## src/rtl/matmul_pkg.sv

```systemverilog
// matmul_pkg: shared constants, FSM states and pipeline tag for the matmul sequencer
package matmul_pkg;
    localparam int MAX_SIZE = 10;
    localparam int ADDR_W   = 7;
    localparam int IDX_W    = $clog2(MAX_SIZE + 1);

    typedef enum logic [2:0] {IDLE, LOAD, RUN, DRAIN, DONE} state_t;

    typedef struct packed {
        logic              valid;
        logic              first_k;
        logic              last_k;
        logic [ADDR_W-1:0] r_addr;
    } tag_t;
endpackage

```

## src/rtl/matmul_idx_counter.sv

```systemverilog
// matmul_idx_counter: nested k/j/i counter with incremental A, B and result address bases
module matmul_idx_counter
    import matmul_pkg::*;
(
    input  logic              clk,
    input  logic              rst,
    input  logic              clear,
    input  logic              step,
    input  logic [IDX_W-1:0]  n,
    output logic [IDX_W-1:0]  k,
    output logic [ADDR_W-1:0] a_addr,
    output logic [ADDR_W-1:0] b_addr,
    output logic [ADDR_W-1:0] r_addr,
    output logic              last
);
    logic [IDX_W-1:0]  i_q, i_d, j_q, j_d, k_q, k_d, nm1;
    logic [ADDR_W-1:0] a_q, a_d, b_q, b_d, base_q, base_d, n_w;
    logic              k_wrap, j_wrap, i_wrap;

    assign nm1    = n - 1'b1;
    assign n_w    = ADDR_W'(n);
    assign k_wrap = k_q == nm1;
    assign j_wrap = j_q == nm1;
    assign i_wrap = i_q == nm1;
    assign k      = k_q;
    assign a_addr = a_q;
    assign b_addr = b_q;
    assign r_addr = base_q + ADDR_W'(j_q);
    assign last   = k_wrap && j_wrap && i_wrap;

    // advance k innermost; a tracks i*N+k, b tracks k*N+j, base tracks i*N
    always_comb begin
        i_d    = i_q;
        j_d    = j_q;
        k_d    = k_q;
        a_d    = a_q;
        b_d    = b_q;
        base_d = base_q;
        if (clear) begin
            i_d    = '0;
            j_d    = '0;
            k_d    = '0;
            a_d    = '0;
            b_d    = '0;
            base_d = '0;
        end else if (step) begin
            if (!k_wrap) begin
                k_d = k_q + 1'b1;
                a_d = a_q + 1'b1;
                b_d = b_q + n_w;
            end else if (!j_wrap) begin
                k_d = '0;
                j_d = j_q + 1'b1;
                a_d = base_q;
                b_d = ADDR_W'(j_q) + 1'b1;
            end else if (!i_wrap) begin
                k_d    = '0;
                j_d    = '0;
                i_d    = i_q + 1'b1;
                base_d = base_q + n_w;
                a_d    = base_q + n_w;
                b_d    = '0;
            end else begin
                i_d    = '0;
                j_d    = '0;
                k_d    = '0;
                a_d    = '0;
                b_d    = '0;
                base_d = '0;
            end
        end
    end

    // index and address registers
    always_ff @(posedge clk or posedge rst) begin
        if (rst) begin
            i_q    <= '0;
            j_q    <= '0;
            k_q    <= '0;
            a_q    <= '0;
            b_q    <= '0;
            base_q <= '0;
        end else begin
            i_q    <= i_d;
            j_q    <= j_d;
            k_q    <= k_d;
            a_q    <= a_d;
            b_q    <= b_d;
            base_q <= base_d;
        end
    end
endmodule

```

## src/rtl/matmul_sequencer.sv

```systemverilog
// matmul_sequencer: i/j/k loop sequencer driving operand reads, MAC control and result writes; MATSEQ_HOLD_EN adds a hold stall input
module matmul_sequencer
    import matmul_pkg::*;
(
    input  logic              clk,
    input  logic              rst,
    input  logic              start,
    input  logic [7:0]        size,
`ifdef MATSEQ_HOLD_EN
    input  logic              hold,
`endif
    output logic              rd_en,
    output logic [ADDR_W-1:0] a_addr,
    output logic [ADDR_W-1:0] b_addr,
    output logic              mac_clr,
    output logic              mac_en,
    output logic              r_we,
    output logic [ADDR_W-1:0] r_addr,
    output logic              busy,
    output logic              done,
    output logic              err
);
    state_t            state_q, state_d;
    logic [IDX_W-1:0]  n_q, n_d, k;
    logic              cnt_q, cnt_d, err_q, err_d, frozen, step, last, legal;
    tag_t              s2_q, s2_d, s3_q, s3_d;
    logic [ADDR_W-1:0] r_base;

`ifdef MATSEQ_HOLD_EN
    assign frozen = hold && (state_q == RUN || state_q == DRAIN);
`else
    assign frozen = 1'b0;
`endif
    assign step    = state_q == RUN && !frozen;
    assign legal   = size != 8'd0 && size <= 8'(MAX_SIZE);
    assign rd_en   = step;
    assign mac_en  = s2_q.valid && !frozen;
    assign mac_clr = mac_en && s2_q.first_k;
    assign r_we    = s3_q.valid && s3_q.last_k && !frozen;
    assign r_addr  = s3_q.r_addr;
    assign busy    = state_q == LOAD || state_q == RUN || state_q == DRAIN;
    assign done    = state_q == DONE;
    assign err     = err_q;

    matmul_idx_counter u_idx (
        .clk    (clk),
        .rst    (rst),
        .clear  (state_q == LOAD),
        .step   (step),
        .n      (n_q),
        .k      (k),
        .a_addr (a_addr),
        .b_addr (b_addr),
        .r_addr (r_base),
        .last   (last)
    );

    // control FSM: accept/reject start, run the loop nest, flush two stages, pulse done
    always_comb begin
        state_d = state_q;
        n_d     = n_q;
        cnt_d   = cnt_q;
        err_d   = 1'b0;
        case (state_q)
            IDLE: begin
                if (start && legal) begin
                    state_d = LOAD;
                    n_d     = size[IDX_W-1:0];
                end
                err_d = start && !legal;
            end
            LOAD:    state_d = RUN;
            RUN: begin
                if (step && last) begin
                    state_d = DRAIN;
                    cnt_d   = 1'b0;
                end
            end
            DRAIN: begin
                if (!frozen) begin
                    cnt_d   = !cnt_q;
                    state_d = cnt_q ? DONE : DRAIN;
                end
            end
            default: state_d = IDLE;
        endcase
    end

    // issue tags travel to the MAC stage then the write stage; held as a whole when frozen
    always_comb begin
        s2_d = s2_q;
        s3_d = s3_q;
        if (!frozen) begin
            s2_d.valid   = step;
            s2_d.first_k = k == '0;
            s2_d.last_k  = k == n_q - 1'b1;
            s2_d.r_addr  = r_base;
            s3_d         = s2_q;
        end
    end

    // state, latched size and pipeline registers
    always_ff @(posedge clk or posedge rst) begin
        if (rst) begin
            state_q <= IDLE;
            n_q     <= '0;
            cnt_q   <= 1'b0;
            err_q   <= 1'b0;
            s2_q    <= '0;
            s3_q    <= '0;
        end else begin
            state_q <= state_d;
            n_q     <= n_d;
            cnt_q   <= cnt_d;
            err_q   <= err_d;
            s2_q    <= s2_d;
            s3_q    <= s3_d;
        end
    end
endmodule

```

## config.mk

```make
export PLATFORM = sky130hd
export DESIGN_NAME = matmul_sequencer
export DESIGN_NICKNAME = d
export VERILOG_FILES = /design/src/rtl/matmul_pkg.sv /design/src/rtl/matmul_idx_counter.sv /design/src/rtl/matmul_sequencer.sv
export SDC_FILE = /design/constraint.sdc
export NUM_CORES = 1
export LEC_CHECK = 0
export CAP_MARGIN = 10
export CORE_MARGIN = 5
export CORE_UTILIZATION = 57
export CTS_CLUSTER_DIAMETER = 150
export DETAILED_ROUTE_END_ITERATION = 10
export PLACE_DENSITY = 0.86
export SLEW_MARGIN = 20
export SYNTH_ARGS = -nofsm -noshare
export SYNTH_HDL_FRONTEND = slang
export SYNTH_HIERARCHICAL = 1
export SYNTH_SLANG_ARGS = --single-unit
```

## constraint.sdc

```tcl
create_clock -name clk -period 3.2 [get_ports clk]
set_input_delay 0.64 -clock clk [delete_from_list [all_inputs] [get_ports clk]]
set_output_delay 0.64 -clock clk [all_outputs]
set_load 0.005 [all_outputs]
```

After elaboration in Yosys (flattened, before gate mapping)

Index checks and enable logic that the tools add are counted.

Flip-flop bits (word level): 61
Input bits: 11
Output and inout bits: 28

Add/subtract/negate cells: 9
Order comparisons: 1
Eq/ne operators: 9
Multiplexer cells: 31
Reductions and logical operators: 24

Operator list:

| kind                                                                              | number |
|---|---|
| 7-bit 2-to-1 mux                                                                  | 12 |
| 4-bit 2-to-1 mux                                                                  | 12 |
| 7-bit by 4-bit adder with 7-bit output                                            | 3 |
| 4-bit by 1-bit adder with 4-bit output (second input constant)                    | 3 |
| 4-bit == test                                                                     | 3 |
| 3-bit one-hot mux with 4 select lines                                             | 1 |
| 3-bit 2-to-1 mux                                                                  | 3 |
| 8-bit by 4-bit less-or-equal comparator with 1-bit output (second input constant) | 1 |
| 1-bit logical AND                                                                 | 8 |
| 2-bit AND reduction                                                               | 4 |
| 2-bit nonzero test                                                                | 4 |
| 8-bit nonzero test                                                                | 1 |
| 7-bit by 1-bit adder with 7-bit output (second input constant)                    | 1 |
| 3-bit by 2-bit == test with 1-bit output (second input constant)                  | 2 |
| 4-bit by 1-bit adder with 5-bit output (second input constant)                    | 1 |
| 4-bit zero test                                                                   | 1 |
| 4-bit by 1-bit subtractor with 4-bit output (second input constant)               | 1 |
| 3-bit by 1-bit == test with 1-bit output (second input constant)                  | 1 |
| 3-bit == test (second input constant)                                             | 1 |
| 3-bit zero test                                                                   | 1 |
| 3-bit AND reduction                                                               | 1 |
| 1-bit zero test                                                                   | 2 |
| 1-bit logical OR                                                                  | 2 |
| 1-bit 2-to-1 mux                                                                  | 2 |
| 3 further kinds                                                                   | 3 |

Logic depth before layout (Yosys ltp)

Gate-level depths: netlist (run 1).

Depth after elaboration: 7
Gate-level depth with buffers: 11
Mapped depth without buffers: 9

By module

The synthesis (run 1) kept the hierarchy.

By module, submodules not included:

| module             | times used | cells an instance | area an instance (um2) |
|---|---|---|---|
| matmul_idx_counter | 1          | 258               | 2431.1 |
| matmul_sequencer   | 1          | 98                | 1182.4 |

Worst setup path before layout (run 1)

No wires, ideal clock.

Kind: register to register
Start point: register n_q[0]
End point: register u_idx.base_q[5]
Library setup time: 77 ps
Arrival: 2192 ps
Data required time: 3123 ps
Path slack: 931 ps
Stages on the path, launching flop included: 10
Clock period less this slack: 2269 ps
Cells stage by stage: dfrtp_1 buf_6 inv_1 ha_1 xnor2_1 nor2_1 nand3_2 or4b_1 a31o_1 o21ai_1

Longest elaborated chain between the ends: 7

RTL lines:

| item                                        | RTL line                 | source |
|---|---|---|
| start, declared                             | matmul_sequencer.sv:24   | `logic [IDX_W-1:0] n_q, n_d, k;` |
| start signal, assigned                      | matmul_sequencer.sv:113  | `n_q <= n_d;` |
| 4-bit by 1-bit subtractor with 4-bit output | matmul_idx_counter.sv:20 | `assign nm1 = n - 1'b1;` |
| 4-bit == test                               | matmul_idx_counter.sv:24 | `assign i_wrap = i_q == nm1;` |
| 7-bit 2-to-1 mux                            | matmul_idx_counter.sv:56 | `end else if (!i_wrap) begin` |
| 7-bit 2-to-1 mux                            | matmul_idx_counter.sv:51 | `end else if (!j_wrap) begin` |
| 7-bit 2-to-1 mux                            | matmul_idx_counter.sv:47 | `if (!k_wrap) begin` |
| 7-bit 2-to-1 mux                            | matmul_idx_counter.sv:46 | `end else if (step) begin` |
| 7-bit 2-to-1 mux                            | matmul_idx_counter.sv:39 | `if (clear) begin` |
| end signal, assigned                        | matmul_idx_counter.sv:89 | `base_q <= base_d;` |
| end, declared                               | matmul_idx_counter.sv:17 | `logic [ADDR_W-1:0] a_q, a_d, b_q, b_d, base_q, base_d, n_w;` |

Several ways; a longest one is shown, not always the timed one. The select of a mux whose other input is x is not followed.
A chain may end at the register's enable or synchronous reset.

Worst setup path after layout (run 1)

Start point: register state_q[2]
End point: output rd_en

Longest elaborated chain between the ends: 1

RTL lines:

| item                                     | RTL line                | source |
|---|---|---|
| start, declared                          | matmul_sequencer.sv:23  | `state_t state_q, state_d;` |
| start signal, assigned                   | matmul_sequencer.sv:112 | `state_q <= state_d;` |
| 3-bit by 2-bit == test with 1-bit output | matmul_sequencer.sv:34  | `assign step = state_q == RUN && !frozen;` |
| end, declared                            | matmul_sequencer.sv:12  | `output logic rd_en,` |

Every way passes these cells.

==> results of run 1 <==
==> cell type report <==
class	instances	area share, %
Inverter	17	1.52
Clock buffer	9	2.95
Tap cell	77	2.29
Timing Repair Buffer	46	10.5
Multi-Input combinational cell	257	45.2
Clock inverter	7	1.22
Sequential cell	61	36.3
==> worst paths after layout <==
check / from / endpoint / slack (ps) / cells past startpoint
worst max-delay path: state_q[2] / rd_en / 610 / 4
worst min-delay path: s2_q[7] / s3_q[7] / 350 / 0
worst max register to register: n_q[1] / u_idx/a_addr[5] / 770 / 8
worst min register to register: s2_q[7] / s3_q[7] / 350 / 0
max in group asynchronous: rst / u_idx/i_q[3] / 2150 / 3
min in group asynchronous: rst / s2_q[6] / 680 / 3
==> logic make-up (layout without fill, tap and decap cells) <==
logic type | after synthesis | in the layout | share of synthesized area, %
compound gates | 68 | 68 | 12.3
mux | 6 | 6 | 1.73
simple gates | 117 | 117 | 18.3
buf+inv | 38 | 79 | 5.26
xor+xnor | 45 | 45 | 12.3
fa+ha+maj | 21 | 21 | 7.89
flops | 61 | 61 | 42.2
==> registers in the layout (all words and copies together), names as in the netlist <==
register	count
cnt_q	1
s3_q	2
u_idx/base_q	7
mac_en	1
state_q	3
r_addr	7
u_idx/b_addr	7
u_idx/j_q	4
u_idx/k	4
n_q	4
err	1
u_idx/i_q	4
s2_q	9
u_idx/a_addr	7
==> cell usage after synthesis, drive strengths merged, types with 2 or more instances <==
master,number,area [µm²]
dfrtp,61,1530
nor2,31,116
nand2,24,97.6
xnor2,22,200
xor2,20,175
ha,18,225
o21ai,18,90.1
inv,17,63.8
a21oi,15,75.1
buf,14,100
nor3,11,66.3
a21o,10,75.1
nand3,10,55.1
clkbuf,7,26.3
and2,6,40.0
nand4,6,52.6
nor2b,5,31.3
nor4,5,46.3
mux2i,4,40.0
nand3b,4,30.0
nor3b,4,30.0
a211oi,3,22.5
and3,3,18.8
fa,3,60.1
nand2b,3,18.8
o211ai,3,27.5
o22ai,3,18.8
xnor3,3,67.6
a41oi,2,17.5
mux2,2,22.5
o31ai,2,15.0
==> cell usage in the layout, fill, tap and decap left out, types with 4 or more instances in the layout <==
master,instances
sky130_fd_sc_hd__dfrtp_1,61
sky130_fd_sc_hd__clkdlybuf4s50_1,38
sky130_fd_sc_hd__nor2_1,31
sky130_fd_sc_hd__nand2_1,23
sky130_fd_sc_hd__xnor2_1,21
sky130_fd_sc_hd__xor2_1,20
sky130_fd_sc_hd__ha_1,18
sky130_fd_sc_hd__inv_1,17
sky130_fd_sc_hd__o21ai_0,15
sky130_fd_sc_hd__a21oi_1,15
sky130_fd_sc_hd__nor3_1,10
sky130_fd_sc_hd__a21o_1,10
sky130_fd_sc_hd__clkbuf_8,9
sky130_fd_sc_hd__nand3_1,9
sky130_fd_sc_hd__buf_4,8
sky130_fd_sc_hd__nand4_1,5
sky130_fd_sc_hd__nor2b_1,5
sky130_fd_sc_hd__and2_1,4
sky130_fd_sc_hd__nor4_1,4
sky130_fd_sc_hd__nand3b_1,4
sky130_fd_sc_hd__mux2i_1,4
==> critical path: cells and delay by family (launching register included) <==
kind	cells	cell delay (ps)
buffers and inverters	2	780
AND/OR/NAND/NOR	2	340
flip-flops	1	480
==> power groups by stage <==
| stage | clock (µW) | combinational, µW | sequential, µW |
|---|---|---|---|
| 2_1_floorplan | 0 | 1140 | 1260 |
| 3_3_place_gp | 0 | 1560 | 1320 |
| 3_5_place_dp | 0 | 1610 | 1340 |
| 4_1_cts | 623 | 1640 | 1330 |
| 5_1_grt | 660 | 1830 | 1370 |
| 6_report | 609 | 1640 | 1330 |
==> through the flow <==
step                hold WS, ps  worst slack [ps]  util [%]  area [µm²]
finish                      349               615      67.4        4200
global route                357               481      67.4        4200
CTS                         352               594      67.4        4200
detailed placement          336               833      64.6        4030
global placement            332               899      64.6        4030
floorplan                   331               931         -        3610
==> layer usage <==
| layer | vias to the layer above | wire length (µm) | track usage, % | share of wire (%) |
|---|---|---|---|---|
| met5 | - | 0 | 0 | 0 |
| met4 | 0 | 149 | 8.12 | 1.9 |
| met3 | 14 | 434 | 5.93 | 5.6 |
| met2 | 88 | 3810 | 33.7 | 49 |
| met1 | 1315 | 3380 | 28.3 | 43 |
| li1 | 1313 | - | - | - |
==> load_flow_metrics.sql, run 1 <==
INSERT INTO impl_metrics (metric_group, metric, value, unit) VALUES
('floorplan', 'num_io_pins', '39', ''),
('sta', 'timing_hold_violations_final', '0', ''),
('clocking', 'postCtsResizedCells', '0', ''),
('sta', 'max_slew_violations', '0', ''),
('synth', 'synth-edff-count', '0', ''),
('setup_path', 'critPathRequiredTime', '2560', 'ps'),
('global_routing', 'grt_max_degree', '34', ''),
('power', 'netSwitchingFraction', '39.1', '%'),
('synth', 'mapped_cell_area', '3610', 'µm²'),
('finish', 'proportion_of_layout_cells_with_a_drive_suffix_above_1', '9.57', '%'),
('min_path', 'worst_hold_path_type', 'flop to flop', ''),
('setup_path', 'timing.critical_path.slowest_stage_cell', 'sky130_fd_sc_hd__clkdlybuf4s50_1', ''),
('setup_path', 'timing.critical_path.to_type', 'output port', ''),
('route', 'avgViaCountPerCell', '5.76', ''),
('global_routing', 'via_count_of_the_first_global_routing_pass', '2680', ''),
('power', 'seq_power_share', '37.1', '%'),
('route', 'drt_pass1_iterations', '6', ''),
('clocking', 'cts_tree', 'yes', ''),
('setup_path', 'critPathMaxFanout', '19', ''),
('finish', 'fillers', '469', ''),
('clocking', 'level_count_of_the_clock_h_tree', '3', ''),
('setup_path', 'critPathMaxStageDelay', '540', 'ps'),
('setup_path', 'worstPathCellList', 'nand2b_1 > nor2_1 > buf_4 > clkdlybuf4s50_1', ''),
('finish', 'syn_to_final_growth', '16.3', '%'),
('placed_design', 'dp_cells', '458', ''),
('clocking', 'numClockSinks', '61', ''),
('finish', 'final_cells', '474', ''),
('setup_path', 'cp.arrival', '1950', 'ps'),
('clocking', 'setup_repair_bufs_after_cts', '0', ''),
('global_routing', 'grt_first_pass_wirelength', '13.0', 'mm'),
('power', 'total_switching_power', '1400', 'µW'),
('status', 'status', 'completed', ''),
('finish', 'finish.net_count', '424', ''),
('route', 'drc', '0', ''),
('synth', 'synthesis.area_per_instance', '10.2', 'µm²'),
('finish', 'num_antenna_cells', '0', ''),
('power', 'share_clk_of_total_power', '17.0', '%'),
('floorplan', 'die-area', '8030', 'µm²'),
('global_routing', 'grt.overflow.total', '0', ''),
('route', 'wl', '7.77', 'mm'),
('floorplan', 'fp-row-count', '29', ''),
('sta', 'finalSetupViolCount', '0', ''),
('clocking', 'holdBufCountCts', '0', ''),
('sta', 'fin_skew', '7.92', 'ps'),
('placed_design', 'hpwl', '5.47', 'mm'),
('synth', 'syn_nets', '388', ''),
('floorplan', 'floorplan.initialDensity', '57.9', '%'),
('power', 'combinational_power_share', '45.9', '%'),
('route', 'routed-via-count', '2730', ''),
('clocking', 'clk_transition_reported_paths', '70', 'ps'),
('setup_path', 'crit_path_start_kind', 'flop', ''),
('placed_design', 'port_buffers', '38', ''),
('power', 'power_report.internal_total', '2180', 'µW'),
('job', 'max_cap_violations', '0', ''),
('sta', 'worst-slew-pin-transition', '498', 'ps'),
('power', 'total_leakage_power', '0.00187', 'µW'),
('global_routing', 'globalRouteTotalUtil', '21.4', '%'),
('sta', 'rsz_0062_raised_after_global_routing', 'no', ''),
('synth', 'synth.lib_cells_used.distinct', '59', ''),
('synth', 'ys.flop_type', 'sky130_fd_sc_hd__dfrtp_1', ''),
('floorplan', 'floorplan.die.height', '89.6', 'µm'),
('sta', 'timing.setup.tns', '0', 'ps'),
('global_routing', 'antenna_found_initial', '0', ''),
('power', 'power', '3580', 'µW'),
('power', 'peakVddDrop', '0.000448', 'V'),
('clocking', 'cts-root-to-sink-buffers', '2', ''),
('synth', 'synth.ff_latch_count', '61', ''),
('synth', 'yosys_warnings', '6', ''),
('sta', 'layout_min_cycle_time', '2590', 'ps'),
('clocking', 'clk_root_buffer_cell', 'sky130_fd_sc_hd__clkbuf_8', ''),
('finish', 'multi_input_combinational_cell_area', '1900', 'µm²');
(Power assumes the default switching activity.)
==> run 2: changes to the inputs <==
--- a/config.mk
+++ b/config.mk
@@ -7,10 +7,10 @@
 export LEC_CHECK = 0
 export CAP_MARGIN = 10
 export CORE_MARGIN = 5
-export CORE_UTILIZATION = 57
+export CORE_UTILIZATION = 51
 export CTS_CLUSTER_DIAMETER = 150
 export DETAILED_ROUTE_END_ITERATION = 10
-export PLACE_DENSITY = 0.86
+export PLACE_DENSITY = 0.82
 export SLEW_MARGIN = 20
 export SYNTH_ARGS = -nofsm -noshare
 export SYNTH_HDL_FRONTEND = slang
==> constraint.sdc (replaced) <==
create_clock -name clk -period 2.3 [get_ports clk]
set_input_delay 0.46 -clock clk [delete_from_list [all_inputs] [get_ports clk]]
set_output_delay 0.46 -clock clk [all_outputs]
set_load 0.005 [all_outputs]
==> run 2 against run 1 <==
Non-clock buffer count is 10 higher. Critical path depth is 4 higher. First-iteration DRC count is 81% higher. Clock power is 38% higher. Count of clock-buffer cells in the layout is 1 higher.
==> load_flow_metrics.sql, run 2 (synthesized netlist as in run 1, its figures left out) <==
INSERT INTO impl_metrics (metric_group, metric, value, unit) VALUES
('route', 'drt_pass1_iterations', '4', ''),
('floorplan', 'die_width', '94.2', 'µm'),
('sta', 'worst_slew_margin_relative_to_its_limit', '65.7', '%'),
('placed_design', 'pre_cts_slack', '-16.1', 'ps'),
('global_routing', 'groute.layer.met1.usage', '26.9', '%'),
('status', 'status', 'completed', ''),
('global_routing', 'global_route.usage.met3', '4.33', '%'),
('finish', 'finish.net_count', '434', ''),
('floorplan', 'fp-row-count', '30', ''),
('setup_path', 'worstPathCellList', 'inv_1 > ha_2 > xnor2_1 > nor2_1 > nand3_2 > or4b_1 > a31o_1 > o21ai_1', ''),
('power', 'peakVddDrop', '0.000790', 'V'),
('sta', 'rsz_0062_raised_after_global_routing', 'yes', ''),
('global_routing', 'grt_first_pass_wirelength', '13.7', 'mm'),
('setup_path', 'critical_path.reg2reg.startpoint', 'n_q[0]', ''),
('setup_path', 'crit_type', 'flop to flop', ''),
('finish', 'num_antenna_cells', '0', ''),
('sta', 'layout_min_cycle_time', '2290', 'ps'),
('route', 'postRouteAntennaNets', '0', ''),
('placed_design', 'hpwl', '5.80', 'mm'),
('global_routing', 'grt.overflow.total', '0', ''),
('global_routing', 'via_count_of_the_first_global_routing_pass', '2805', ''),
('min_path', 'holdCritStartpoint', 's2_q[7]', ''),
('power', 'power_report.internal_total', '3140', 'µW'),
('global_routing', 'grt_use_met2', '31.2', '%'),
('sta', 'fin_skew', '10.5', 'ps'),
('clocking', 'numClockSinks', '61', ''),
('floorplan', 'floorplan.initialDensity', '52.9', '%'),
('clocking', 'cts_tree', 'yes', ''),
('power', 'seq_power_share', '35.2', '%'),
('global_routing', 'globalRoute.busiestLayer', 'met2', ''),
('sta', 'worst-slew-pin-transition', '511', 'ps'),
('min_path', 'worst_hold_path_type', 'flop to flop', ''),
('route', 'drt-wirelength-per-cell', '16.6', 'µm'),
('power', 'total_leakage_power', '0.00197', 'µW'),
('finish', 'finalInstanceArea', '4430', 'µm²'),
('min_path', 'min_to', 's3_q[7]', ''),
('finish', 'layout_commonest_cell', 'sky130_fd_sc_hd__dfrtp_1', ''),
('floorplan', 'num_io_pins', '39', ''),
('setup_path', 'timing.critical_path.to_type', 'flop', ''),
('clocking', 'clk_root_buffer_cell', 'sky130_fd_sc_hd__clkbuf_8', ''),
('setup_path', 'regToRegEndpoint', 'u_idx/base_q[5]', ''),
('route', 'detail_route.iter0.violations', '287', ''),
('sta', 'max_freq', '437', 'MHz'),
('floorplan', 'floorplan.die.height', '94.2', 'µm'),
('finish', 'max_flop_register', 's2_q', ''),
('setup_path', 'timing.critical_path.max_delay_family', 'simple AND/OR/NAND/NOR gates', ''),
('finish', 'final_cell_mix', 'sky130_fd_sc_hd__dfrtp_1, sky130_fd_sc_hd__clkdlybuf4s50_1, sky130_fd_sc_hd__nor2_1', ''),
('setup_path', 'timing.critical_path.buf_inv', '1', ''),
('sta', 'max_slew_violations', '0', ''),
('route', 'avgViaCountPerCell', '5.57', ''),
('finish', 'final_cells', '502', ''),
('setup_path', 'r2r_setup_slack', '10', 'ps'),
('power', 'combinational_power_share', '48.5', '%'),
('power', 'netSwitchingFraction', '38.9', '%'),
('route', 'drc', '0', ''),
('setup_path', 'critPathMaxFanout', '4', ''),
('placed_design', 'placedInstanceArea', '4170', 'µm²'),
('job', 'max_cap_violations', '0', ''),
('route', 'wl', '8.34', 'mm'),
('clocking', 'worstSkewPairLatency', '340', 'ps'),
('setup_path', 'timing.critical_path.slowest_stage_cell', 'sky130_fd_sc_hd__or4b_1', ''),
('finish', 'final_util', '64.8', '%'),
('setup_path', 'crit_path_start_kind', 'flop', ''),
('sta', 'timing_hold_violations_final', '0', ''),
('power', 'share_clk_of_total_power', '16.3', '%'),
('floorplan', 'core_area', '6830', 'µm²'),
('finish', 'proportion_of_layout_cells_with_a_drive_suffix_above_1', '14.8', '%'),
('clocking', 'level_count_of_the_clock_h_tree', '3', ''),
('clocking', 'clk_transition_reported_paths', '70', 'ps'),
('setup_path', 'critPathRequiredTime', '2570', 'ps'),
('placed_design', 'dp_cells', '486', ''),
('power', 'total_switching_power', '2000', 'µW'),
('clocking', 'total_cts_buffers', '9', ''),
('min_path', 'min_path_cells', '0', ''),
('placed_design', 'place.gp.congestion', '0.933', ''),
('setup_path', 'critPathMaxStageDelay', '540', 'ps'),
('route', 'routed-via-count', '2796', ''),
('setup_path', 'cp.arrival', '2560', 'ps'),
('power', 'power_density', '1160', 'nW/µm²'),
('clocking', 'holdBufCountCts', '0', ''),
('global_routing', 'grt_max_degree', '34', ''),
('finish', 'syn_to_final_growth', '22.6', '%'),
('placed_design', 'port_buffers', '38', ''),
('sta', 'post-route-period-util', '99.5', '%'),
('clocking', 'cts-root-to-sink-buffers', '2', ''),
('sta', 'setup_ws', '12.4', 'ps'),
('floorplan', 'die-area', '8870', 'µm²'),
('global_routing', 'antenna_found_initial', '0', ''),
('global_routing', 'globalRouteTotalUtil', '19.8', '%'),
('sta', 'fin_hold_ws', '347', 'ps'),
('setup_path', 'r2r.worst_path.cells', '8', ''),
('finish', 'max_ffs_per_register', '9', ''),
('sta', 'finalSetupViolCount', '0', '');
run 2: cell types whose count changed in the layout (fill, tap and decap cells not counted), sizes merged:
cell and delta:
buf +10, inv -1, clkinvlp -1, clkbuf +1
run 2: metal layers:
layer / wire length, µm / up-vias
li1: - / 1331
met2: 4000 / 95
met1: 3670 / 1357
met5: 0 / -
met3: 554 / 13
met4: 119 / 0
run 2: metrics by stage:
stage          total power (µW)  setup TNS (ps)
4_1_cts                    5070               0
3_3_place_gp               4130               0
5_1_grt                    5500            -367
6_report                   5150               0
2_1_floorplan              3340               0
3_5_place_dp               4200           -16.1
run 2: final cells by class:
type	count	area, µm²
timing repair buffer	56	569
tap	96	120
clock inverter	5	27.5
multi-input combinational	257	1980
fill	550	2400
clock buffer	10	138
inverter	17	63.8
sequential	61	1530
run 2: what timing repair did:
action | CTS | global route
gates resized for setup | 2 | 18
pin swaps | 0 | 7
buffers inserted | 0 | 1
endpoints found under the setup margin | 2 | 16
run 2: worst max-delay path by stage:
stage	startpoint	depth (start not counted)	endpoint
after floorplan	n_q[0]	9	u_idx/base_q[5]
after global placement	n_q[0]	11	cnt_q
after detailed placement	n_q[0]	11	cnt_q
after CTS	n_q[0]	11	cnt_q
after global routing	n_q[0]	11	cnt_q
final	n_q[0]	8	u_idx/base_q[5]
run 2: worst register-to-register path: stages, from the launching register on:
cell and delay, ps:
sky130_fd_sc_hd__dfrtp_1 420, sky130_fd_sc_hd__inv_1 90, sky130_fd_sc_hd__ha_2 310, sky130_fd_sc_hd__xnor2_1 140, sky130_fd_sc_hd__nor2_1 220, sky130_fd_sc_hd__nand3_2 190
sky130_fd_sc_hd__or4b_1 540, sky130_fd_sc_hd__a31o_1 230, sky130_fd_sc_hd__o21ai_1 70
run 2: power groups by stage:
stage | clock, µW | sequential, µW | combinational, µW
CTS | 845 | 1810 | 2420
finish | 839 | 1810 | 2500
floorplan | 0 | 1750 | 1580
global placement | 0 | 1800 | 2330
detailed placement | 0 | 1820 | 2380
global route | 890 | 1870 | 2740
==> run 3: changes to the inputs <==
--- a/config.mk
+++ b/config.mk
@@ -8,7 +8,7 @@
 export CAP_MARGIN = 10
 export CORE_MARGIN = 5
 export CORE_UTILIZATION = 51
-export CTS_CLUSTER_DIAMETER = 150
+export CTS_CLUSTER_DIAMETER = 200
 export DETAILED_ROUTE_END_ITERATION = 10
 export PLACE_DENSITY = 0.82
 export SLEW_MARGIN = 20
==> results of run 3 <==
Final layout, timing and power as in run 2 (identical DEF).
